File: config.mk
export PLATFORM = sky130hd
export DESIGN_NAME = grid_player_mover
export DESIGN_NICKNAME = d
export VERILOG_FILES = /design/src/rtl/player_pkg.sv /design/src/rtl/button_debouncer.sv /design/src/rtl/grid_player_mover.sv
export SDC_FILE = /design/constraint.sdc
export NUM_CORES = 1
export LEC_CHECK = 0
export ABC_AREA = 1
export CORE_MARGIN = 1
export CORE_UTILIZATION = 40
export CTS_CLUSTER_DIAMETER = 150
export DETAILED_ROUTE_END_ITERATION = 8
export PLACE_DENSITY_LB_ADDON = 0.3
export SYNTH_ARGS = -nofsm -noshare
export SYNTH_HDL_FRONTEND = slang
export SYNTH_SLANG_ARGS = --single-unit
File: constraint.sdc
create_clock -name CLK -period 8.2 [get_ports CLK]
set_input_delay 1.23 -clock CLK [delete_from_list [all_inputs] [get_ports CLK]]
set_output_delay 1.23 -clock CLK [all_outputs]
set_load 0.005 [all_outputs]
File: src/rtl/player_pkg.sv
`default_nettype none
// ============================================================================
// Module      : player_pkg
// Description : Shared definitions for the grid player mover. Holds the
//               direction encoding, the movement FSM state encoding, the
//               screen/sprite geometry defaults shared with the renderer and
//               the fixed-priority direction arbiter.
// Revision    : 1.0 - initial release
// ============================================================================
package player_pkg;

    // Geometry defaults, also used by the renderer
    localparam int c_H_DISPLAY = 640;
    localparam int c_V_DISPLAY = 480;
    localparam int c_TILE      = 32;
    localparam int c_PLAYER_W  = 32;
    localparam int c_PLAYER_H  = 32;

    typedef enum logic [1:0] {
        DIR_UP    = 2'd0,
        DIR_DOWN  = 2'd1,
        DIR_LEFT  = 2'd2,
        DIR_RIGHT = 2'd3
    } dir_e;

    typedef enum logic [1:0] {
        ST_IDLE      = 2'd0,
        ST_HOLD_WAIT = 2'd1,
        ST_REPEAT    = 2'd2,
        ST_LOCKOUT   = 2'd3
    } state_e;

    // Fixed priority up > down > left > right; bit 0 = up ... bit 3 = right.
    // Returns DIR_RIGHT when nothing is pressed; callers qualify with "any".
    function automatic dir_e arbitrate(input logic [3:0] sw);
        dir_e d;
        if (sw[0])      d = DIR_UP;
        else if (sw[1]) d = DIR_DOWN;
        else if (sw[2]) d = DIR_LEFT;
        else            d = DIR_RIGHT;
        return d;
    endfunction

endpackage
`default_nettype wire

File: src/rtl/button_debouncer.sv
`default_nettype none
// ============================================================================
// Module      : button_debouncer
// Description : 2-FF synchroniser followed by a stability counter. The output
//               level follows the synchronised input only after it has held
//               the new level for DEBOUNCE_CYCLES consecutive cycles.
// Ports       : clk     - system clock
//               rst_n   - asynchronous active-low reset
//               i_raw   - raw asynchronous switch input
//               o_level - debounced level (registered)
// Revision    : 1.0 - initial release
// ============================================================================
module button_debouncer #(
    parameter int DEBOUNCE_CYCLES = 250000
) (
    input  logic clk,
    input  logic rst_n,
    input  logic i_raw,
    output logic o_level
);

    localparam int CNT_W = (DEBOUNCE_CYCLES > 1) ? $clog2(DEBOUNCE_CYCLES) : 1;
    localparam logic [CNT_W-1:0] c_CNT_LAST = CNT_W'(DEBOUNCE_CYCLES - 1);

    logic             r_meta;
    logic             r_sync;
    logic             r_level;
    logic [CNT_W-1:0] r_cnt;

    always_ff @(posedge clk or negedge rst_n) begin
        if (!rst_n) begin
            r_meta  <= 1'b0;
            r_sync  <= 1'b0;
            r_level <= 1'b0;
            r_cnt   <= '0;
        end else begin
            r_meta <= i_raw;
            r_sync <= r_meta;
            // Any cycle back at the accepted level restarts the stability count
            if (r_sync == r_level) begin
                r_cnt <= '0;
            end else if (r_cnt == c_CNT_LAST) begin
                r_level <= r_sync;
                r_cnt   <= '0;
            end else begin
                r_cnt <= r_cnt + 1'b1;
            end
        end
    end

    assign o_level = r_level;

endmodule
`default_nettype wire

File: src/rtl/grid_player_mover.sv
`default_nettype none
// ============================================================================
// Module      : grid_player_mover
// Description : Tile-stepped player position controller. Debounces the four
//               direction switches, arbitrates to one direction, steps the
//               sprite one TILE per press (optionally with hold-to-repeat),
//               refuses steps that would leave the screen, and supports
//               respawn and freeze requests.
// Ports       : CLK, RST_N (async active-low), SW1..SW4 (up/down/left/right),
//               i_respawn, i_freeze, o_player_x/o_player_y (sprite top-left),
//               o_moved/o_blocked (one-cycle pulses), o_dir (last direction)
// Config      : PLAYER_AUTOREPEAT_EN - build HOLD_WAIT/REPEAT and timers;
//               when undefined every press gives exactly one step.
// Revision    : 1.0 - initial release
// ============================================================================
module grid_player_mover
    import player_pkg::*;
#(
    parameter int H_DISPLAY       = c_H_DISPLAY,
    parameter int V_DISPLAY       = c_V_DISPLAY,
    parameter int TILE            = c_TILE,
    parameter int PLAYER_W        = c_PLAYER_W,
    parameter int PLAYER_H        = c_PLAYER_H,
    parameter int DEBOUNCE_CYCLES = 250000,
    parameter int HOLD_DELAY      = 6250000,
    parameter int REPEAT_PERIOD   = 3125000
) (
    input  logic       CLK,
    input  logic       RST_N,
    input  logic       SW1,
    input  logic       SW2,
    input  logic       SW3,
    input  logic       SW4,
    input  logic       i_respawn,
    input  logic       i_freeze,
    output logic [9:0] o_player_x,
    output logic [9:0] o_player_y,
    output logic       o_moved,
    output logic       o_blocked,
    output logic [1:0] o_dir
);

    localparam logic [9:0]  c_SPAWN_X = 10'(H_DISPLAY / 2 - PLAYER_W / 2);
    localparam logic [9:0]  c_SPAWN_Y = 10'(V_DISPLAY - PLAYER_H);
    localparam logic [9:0]  c_TILE10  = 10'(TILE);
    localparam logic [10:0] c_TILE11  = 11'(TILE);
    localparam logic [10:0] c_X_MAX   = 11'(H_DISPLAY - PLAYER_W);
    localparam logic [10:0] c_Y_MAX   = 11'(V_DISPLAY - PLAYER_H);

    if (HOLD_DELAY < 1 || REPEAT_PERIOD < 1 || DEBOUNCE_CYCLES < 1) begin : g_cfg_check
        $error("grid_player_mover: timing parameters must be at least 1");
    end

    // Reset: asserts asynchronously, releases two clocks after RST_N rises
    logic r_rst_meta;
    logic r_rst_sync;
    logic w_rst_n;

    always_ff @(posedge CLK or negedge RST_N) begin
        if (!RST_N) begin
            r_rst_meta <= 1'b0;
            r_rst_sync <= 1'b0;
        end else begin
            r_rst_meta <= 1'b1;
            r_rst_sync <= r_rst_meta;
        end
    end

    assign w_rst_n = r_rst_sync;

    // Switch conditioning; bit 0 = up ... bit 3 = right
    logic [3:0] w_raw;
    logic [3:0] w_deb;

    assign w_raw = {SW4, SW3, SW2, SW1};

    for (genvar gi = 0; gi < 4; gi++) begin : g_deb
        button_debouncer #(
            .DEBOUNCE_CYCLES (DEBOUNCE_CYCLES)
        ) u_deb (
            .clk     (CLK),
            .rst_n   (w_rst_n),
            .i_raw   (w_raw[gi]),
            .o_level (w_deb[gi])
        );
    end

    logic w_any;
    dir_e w_arb;

    assign w_any = |w_deb;
    assign w_arb = arbitrate(w_deb);

    state_e     r_state, w_state_nxt;
    logic [9:0] r_x, r_y, w_x_nxt, w_y_nxt;
    dir_e       r_dir, w_dir_nxt;
    logic       r_moved, r_blocked, w_moved_nxt, w_blocked_nxt;
    logic       w_step;
    logic       w_legal;

`ifdef PLAYER_AUTOREPEAT_EN
    localparam int TMR_MAX = (HOLD_DELAY > REPEAT_PERIOD) ? HOLD_DELAY : REPEAT_PERIOD;
    localparam int TMR_W   = (TMR_MAX > 1) ? $clog2(TMR_MAX) : 1;
    localparam logic [TMR_W-1:0] c_HOLD_LAST = TMR_W'(HOLD_DELAY - 1);
    localparam logic [TMR_W-1:0] c_REP_LAST  = TMR_W'(REPEAT_PERIOD - 1);

    logic [TMR_W-1:0] r_tmr, w_tmr_nxt;
`endif

    // Next state; a direction change while held is treated as a fresh press
    always_comb begin
        w_state_nxt = r_state;
        w_step      = 1'b0;
`ifdef PLAYER_AUTOREPEAT_EN
        w_tmr_nxt   = '0;
`endif
        case (r_state)
            ST_IDLE: begin
                if (w_any) begin
                    w_step = 1'b1;
`ifdef PLAYER_AUTOREPEAT_EN
                    w_state_nxt = ST_HOLD_WAIT;
`else
                    w_state_nxt = ST_LOCKOUT;
`endif
                end
            end
`ifdef PLAYER_AUTOREPEAT_EN
            ST_HOLD_WAIT, ST_REPEAT: begin
                if (!w_any) begin
                    w_state_nxt = ST_IDLE;
                end else if (w_arb != r_dir) begin
                    w_step      = 1'b1;
                    w_state_nxt = ST_HOLD_WAIT;
                end else if (r_tmr == ((r_state == ST_HOLD_WAIT) ? c_HOLD_LAST : c_REP_LAST)) begin
                    w_step      = 1'b1;
                    w_state_nxt = ST_REPEAT;
                end else begin
                    w_tmr_nxt = r_tmr + 1'b1;
                end
            end
`endif
            ST_LOCKOUT: begin
                if (!w_any) w_state_nxt = ST_IDLE;
            end
            default: w_state_nxt = ST_IDLE;
        endcase

        if (i_freeze || i_respawn) begin
            w_step      = 1'b0;
            w_state_nxt = ST_LOCKOUT;
`ifdef PLAYER_AUTOREPEAT_EN
            w_tmr_nxt   = '0;
`endif
        end
    end

    // Edge legality in 11 bits so x/y + TILE cannot wrap
    always_comb begin
        w_legal = 1'b0;
        case (w_arb)
            DIR_UP:    w_legal = {1'b0, r_y} >= c_TILE11;
            DIR_DOWN:  w_legal = ({1'b0, r_y} + c_TILE11) <= c_Y_MAX;
            DIR_LEFT:  w_legal = {1'b0, r_x} >= c_TILE11;
            DIR_RIGHT: w_legal = ({1'b0, r_x} + c_TILE11) <= c_X_MAX;
            default:   w_legal = 1'b0;
        endcase
    end

    always_comb begin
        w_x_nxt       = r_x;
        w_y_nxt       = r_y;
        w_dir_nxt     = r_dir;
        w_moved_nxt   = 1'b0;
        w_blocked_nxt = 1'b0;
        if (i_respawn) begin
            w_x_nxt = c_SPAWN_X;
            w_y_nxt = c_SPAWN_Y;
        end else if (w_step) begin
            w_dir_nxt = w_arb;
            if (w_legal) begin
                w_moved_nxt = 1'b1;
                case (w_arb)
                    DIR_UP:    w_y_nxt = r_y - c_TILE10;
                    DIR_DOWN:  w_y_nxt = r_y + c_TILE10;
                    DIR_LEFT:  w_x_nxt = r_x - c_TILE10;
                    default:   w_x_nxt = r_x + c_TILE10;
                endcase
            end else begin
                w_blocked_nxt = 1'b1;
            end
        end
    end

    always_ff @(posedge CLK or negedge w_rst_n) begin
        if (!w_rst_n) begin
            r_state   <= ST_IDLE;
            r_x       <= c_SPAWN_X;
            r_y       <= c_SPAWN_Y;
            r_dir     <= DIR_UP;
            r_moved   <= 1'b0;
            r_blocked <= 1'b0;
`ifdef PLAYER_AUTOREPEAT_EN
            r_tmr     <= '0;
`endif
        end else begin
            r_state   <= w_state_nxt;
            r_x       <= w_x_nxt;
            r_y       <= w_y_nxt;
            r_dir     <= w_dir_nxt;
            r_moved   <= w_moved_nxt;
            r_blocked <= w_blocked_nxt;
`ifdef PLAYER_AUTOREPEAT_EN
            r_tmr     <= w_tmr_nxt;
`endif
        end
    end

    assign o_player_x = r_x;
    assign o_player_y = r_y;
    assign o_moved    = r_moved;
    assign o_blocked  = r_blocked;
    assign o_dir      = r_dir;

endmodule
`default_nettype wire

==> results of run 1 <==
-- logic make-up (layout without fill, tap and decap cells) --
family / count (synthesis) / in the layout / synth area share (%)
buf+inv: 99 / 124 / 7.75
fa+ha+maj: 11 / 11 / 2.53
flops: 102 / 102 / 47.1
simple gates: 345 / 345 / 31.1
other cells: 2 / 10 / 0.138
mux: 4 / 4 / 0.828
compound gates: 54 / 54 / 5.31
xor+xnor: 33 / 33 / 5.31
-- power by group --
group | internal (uW) | leakage (uW) | switching (uW) | total [uW]
combinational | 15.8 | 0.00122 | 28.5 | 44.3
sequential | 512 | 0.00137 | 10.6 | 523
clock | 246 | 0.000138 | 174 | 420
total | 774 | 0.00272 | 213 | 987
-- state kept, by name, summed over array words and instances, names as in the netlist --
name / cells
g_deb.u_deb.o_level: 4
g_deb.u_deb.r_cnt: 72
g_deb.u_deb.r_meta: 4
g_deb.u_deb.r_sync: 4
o_blocked: 1
o_dir: 2
o_moved: 1
o_player_x: 6
o_player_y: 5
r_rst_meta: 1
r_rst_sync: 1
r_state: 1
-- cells in the final DEF (no fill, tap or decap), types with 20 or more instances in the layout --
cell type	synthesis	final
inv_1	74	74
xor2_1	27	27
a21oi_1	23	23
nand3_1	40	40
dfrtp_1	96	95
nor2_1	83	83
nor3_1	20	20
clkdlybuf4s50_1	0	22
nand4_1	23	23
nand2_1	124	124
-- metrics by stage --
stage / total power [uW] / std cells / cell area (um2) / utilization [%]
2_1_floorplan: 563 / 658 / 5470 / -
3_3_place_gp: 575 / 843 / 5820 / 43.9
3_5_place_dp: 578 / 843 / 5820 / 43.9
4_1_cts: 1000 / 859 / 6110 / 46.1
5_1_grt: 1030 / 859 / 6110 / 46.1
6_report: 987 / 859 / 6110 / 46.1
-- worst paths after layout --
check                                      start                       end  slack, ps
max                                o_player_y[7]             o_player_y[7]       5460
min in group CLK           g_deb[3].u_deb.r_meta     g_deb[3].u_deb.r_sync        350
max in group asynchronous             r_rst_sync   g_deb[0].u_deb.r_cnt[9]       6720
max reg2reg                        o_player_x[5]             o_player_x[6]       6090
min                                   r_rst_sync  g_deb[1].u_deb.r_cnt[12]        290
min reg2reg                           r_rst_sync  g_deb[1].u_deb.r_cnt[12]        290
-- Yosys cell counts (3+ instances only) --
master and number:
nor3b_1 5, nor2_2 16, nor3_1 20, xor2_1 27, nand3_1 40, nand3_2 4, a21oi_1 23, mux2_2 4
nand2_1 124, o21ai_0 17, dfstp_2 6, nor3_2 4, inv_2 9, a31oi_1 8, nor2_1 83, o21ai_1 3
buf_4 11, nand2_2 4, ha_1 11, nor2_4 5, inv_1 74, dfrtp_1 96, nand4_1 23, xnor2_1 6
nor4_1 5
-- layer usage --
metal	vias up	part of all wire [%]	track usage, %
met5	-	0	0
met4	0	1.7	6.17
met3	14	3.6	3.09
met2	83	47	26.5
met1	2029	48	21.7
li1	2134	-	-
-- final cells by class --
type	count	area, um2	area share, %
Tap cell	176	220	3.61
Clock inverter	1	30.0	0.492
Inverter	85	319	5.22
Timing Repair Buffer	23	228	3.73
Clock buffer	15	258	4.22
Multi-Input combinational cell	457	2490	40.7
Sequential cell	102	2560	42.0
==> reports/results.txt, run 1 <==
Minimum clock period: 2740 ps
Yosys warns: 0
Largest buffer count on any clock path: 2
Initial DRT Pass Iterations: 4
Share of cells above drive strength 1: 10.8%
Crit-path slowest cell: dfstp_2
CTS sink count: 102
Initial antenna violation count: 0
# rows: 42
Setup Buffers After CTS: 0
Initial core utilization: 41.1%
Reg2reg path depth: 11
Core box area: 13200 um2
Post-synth top area cell: dfrtp_1
Max rail drop VDD: 86.3 uV
Outcome: completed
Achievable frequency: 0.365 GHz
Synth async-reset ratio: 100%
Worst-path cell chain: clkdlybuf4s50_1
Cell family with most CP delay: flip-flops
Vias post-DR: 4260
CTS root buffer: clkbuf_16
Top post-synthesis cells by area: dfrtp_1, nand2_1, nor2_1
Max transition margin: 45.7%
Die width: 119 um
Pwr/cell area: 162 nW/um2
DP HPWL: 7580 um
Max cap viols: 0
Mean Syn Cell Area: 8.37 um2
Die area: 14100 um2
RSZ-0062 raised after global routing: no
Synth Flop Type: dfrtp_1
Synth cell types: 42
Hold Violations, Final: 0
Avg WL per Cell: 12.3 um
Antenna Cells: 0
#FFs+latches synth: 102
P_leak: 0.00272 uW
Tot GR Track Use: 16.4%
CP Max Fanout: 11
Register area share after synthesis: 47.1%
Clk slew on worst S/H paths: 60 ps
CP endpoint kind: output port
Fin. max-slew vios: 0
Vias per cell: 4.96
Global-route wire length before repair: 18800 um
Top cell type's share of synthesized area: 44.2%
Clock latency on the worst-skew pair: 340 ps
DRC viols: 0
Area grow syn2layout: 12.3%
Die Y: 119 um
Io pins: 32
Routed WL: 10500 um
Post-Syn Area: 5440 um2
CTS tree: done
Antenna viol nets, final: 0
Arrival @ worst endpoint: 1510 ps
Via count of the first global-routing pass: 4166
Critical Path RT: 6970 ps
Place WS: 5430 ps
Critical path type: flop to output port
Post-Syn Instances: 650
Initial DRC Count: 364
Worst Hold Class: flop to asynchronous set/reset pin
Layout net count: 697
WP buf/inv: 1
Fillers: 1323
Clock skew: 5.68 ps
Num CTS Buffers: 9
Hold Buf Count CTS: 0
GR Overflow Total: 0
EDFF count, synth: 0
Setup TNS: 0 ps
Worst setup margin: 5460 ps
Hold_ws: 289 ps
Stages on worst setup path: 1
Final Setup Violations: 0
Max incr delay on CP: 640 ps
I/O Buffers: 22
Slew at the pin closest to its max-slew limit: 815 ps
CTS resizes: 0
GPL Wtd Cong: 0.830
Final Cycle Share: 33.4%
Startpoint type of the worst setup path: flop
Pin count of the biggest net entering global routing: 66
H-tree levels: 3
No activity file was read; power rests on OpenSTA's default activity.
==> run 2, diff against run 1 <==
==> constraint.sdc (replaced) <==
create_clock -name CLK -period 2.2 [get_ports CLK]
set_input_delay 0.33 -clock CLK [delete_from_list [all_inputs] [get_ports CLK]]
set_output_delay 0.33 -clock CLK [all_outputs]
set_load 0.005 [all_outputs]
==> reports/results.txt, run 2 (synthesis gave the netlist of run 1 again) <==
Clock power frac: 40.7% (-1.9 points)
Fin. max-slew vios: 0 (unchanged)
CTS sink count: 102 (unchanged)
CP endpoint kind: flop
Tot GR Track Use: 16.1% (-0.31 points)
Die Y: 119 um (unchanged)
Pwr/cell area: 583 nW/um2 (+260%)
Num CTS Buffers: 9 (unchanged)
Worst reg2reg setup slack: 130 ps (-5960 ps)
Setup TNS: 0 ps (unchanged)
CTS resizes: 0 (unchanged)
Final Cycle Share: 94.2%
Initial antenna violation count: 0 (unchanged)
Achievable frequency: 0.483 GHz
CTS tree: done
Placed Area: 5860 um2 (+0.73%)
Final Util: 46.3% (+0.18 points)
RR Startpoint: o_player_x[5]
Met3 usage: 3.76% (+0.68 points)
GR Overflow Total: 0 (unchanged)
Setup Buffers After CTS: 0 (unchanged)
Critical Path RT: 2480 ps (-4490 ps)
Arrival @ worst endpoint: 2350 ps (+840 ps)
Max cap viols: 0 (unchanged)
Worst R2R End: o_player_x[8]
Startpoint type of the worst setup path: flop
GPL Wtd Cong: 0.839 (+1.1%)
Global-route wire length before repair: 18500 um (-2.1%)
Worst-path cell chain: inv_1 > ha_1 > nand3_1 > nand2_1 > nand2_1 > o21bai_1 > nand2_1 > nand4_4 > nand2_4 > nand2_4 > nor2_2 > nor2_2
Register share of total power: 54.5% (+1.5 points)
CP dominant cell by count: nand2_1
Die area: 14100 um2 (unchanged)
Final Setup Violations: 0 (unchanged)
Max incr delay on CP: 600 ps (-40 ps)
Cell family with most CP delay: simple AND/OR/NAND/NOR gates
Max rail drop VDD: 628 uV (+630%)
Stages on worst setup path: 12 (+11)
P_leak: 0.00273 uW (+0.30%)
GRT busiest layer: met2
Clk slew on worst S/H paths: 70 ps (about the same)
Grt met2 use: 26.0% (-0.55 points)
Met1 Use GR: 20.9% (-0.79 points)
Commonest non-fill, non-tap cell in the layout: nand2_1
RSZ-0062 raised after global routing: no
DP HPWL: 7510 um (-0.95%)
Clock latency on the worst-skew pair: 350 ps (about the same)
Pint: 2740 uW (+250%)
Layout net count: 701 (+0.57%)
Hold_ws: 139 ps (-150 ps)
Most frequent cells in the layout: nand2_1, dfrtp_1, nor2_1
Share of cells above drive strength 1: 11.8% (+0.96 points)
Initial DRT Pass Iterations: 4 (unchanged)
Switching share of power: 23.3% (+1.7 points)
WP buf/inv: 1 (unchanged)
Pin count of the biggest net entering global routing: 49 (-26%)
Routed WL: 10200 um (-3.1%)
Via count of the first global-routing pass: 4114 (-1.2%)
Vias post-DR: 4200 (-1.4%)
DRC viols: 0 (unchanged)
Initial DRC Count: 223 (-39%)
Antenna viol nets, final: 0 (unchanged)
Die width: 119 um (unchanged)
Vias per cell: 4.87 (-1.9%)
Outcome: completed
Core box area: 13200 um2 (unchanged)
Largest Register: g_deb.u_deb.r_cnt
Antenna Cells: 0 (unchanged)
Largest buffer count on any clock path: 2 (unchanged)
# rows: 42 (unchanged)
Reg2reg path depth: 12 (+1)
CTS root buffer: clkbuf_16
Area grow syn2layout: 12.7%
Avg WL per Cell: 11.8 um (-3.6%)
Hold Buf Count CTS: 0 (unchanged)
H-tree levels: 3 (unchanged)
Final instance area: 6130 um2 (+0.39%)
Hold Violations, Final: 0 (unchanged)
Minimum clock period: 2070 ps
Crit-path slowest cell: dfstp_2
Max FFs per register: 72 (unchanged)
P_sw: 831 uW (+290%)
CP Max Fanout: 9 (-2)
Critical path type: flop to flop
Initial core utilization: 41.1% (unchanged)
Clock skew: 4.33 ps (-1.35 ps)
I/O Buffers: 22 (unchanged)
Logic pwr share: 4.8% (+0.3 points)
Io pins: 32 (unchanged)
Worst Hold Class: primary input to asynchronous set/reset pin
[run 2: cell types whose count changed in the layout (fill, tap and decap cells not counted), sizes merged]
cell | before | now
clkinvlp | 0 | 3
clkbuf | 15 | 11
bufinv | 1 | 0
clkinv | 2 | 4
buf | 1 | 5
[run 2: worst max path at each step]
| stage | endpoint | slack, ps | startpoint |
|---|---|---|---|
| after floorplan | o_player_x[8] | 350 | o_player_x[5] |
| after global placement | o_player_x[8] | 250 | o_player_x[5] |
| after detailed placement | o_player_x[8] | 160 | o_player_x[5] |
| after CTS | o_player_x[8] | 140 | o_player_x[5] |
| after global routing | o_player_x[7] | 0.06 | o_player_x[5] |
| final | o_player_x[8] | 130 | o_player_x[5] |
[run 2: through the flow]
stage | total power (uW) | worst slack, ps | instances
after global placement | 2150 | 249 | 847
after detailed placement | 2160 | 161 | 847
after CTS | 3630 | 142 | 863
final | 3570 | 128 | 863
after floorplan | 2100 | 351 | 658
after global routing | 3720 | 0.0646 | 863
[run 2: final cells by class]
cell class	instances	area, um2
well taps	176	220
flip-flops and latches	102	2560
repair buffers	27	270
clock inverters	5	36.3
fillers	1272	7110
inverters	85	319
multi-input cells	457	2490
clock buffers	11	233
[run 2: routing by layer]
| metal | share of wire (%) | up-vias | routed length [um] |
|---|---|---|---|
| li1 | - | 2140 | - |
| met1 | 48 | 1974 | 4940 |
| met3 | 3.3 | 14 | 334 |
| met2 | 46 | 72 | 4720 |
| met5 | 0 | - | 0 |
| met4 | 1.9 | 0 | 195 |
[run 2: power by group through the flow]
| stage | combinational [uW] | sequential (uW) | clock [uW] |
|---|---|---|---|
| after floorplan | 110 | 1990 | 0 |
| after global placement | 168 | 1980 | 0 |
| final | 170 | 1950 | 1450 |
| after detailed placement | 173 | 1980 | 0 |
| after CTS | 175 | 1950 | 1510 |
| after global routing | 199 | 1950 | 1570 |
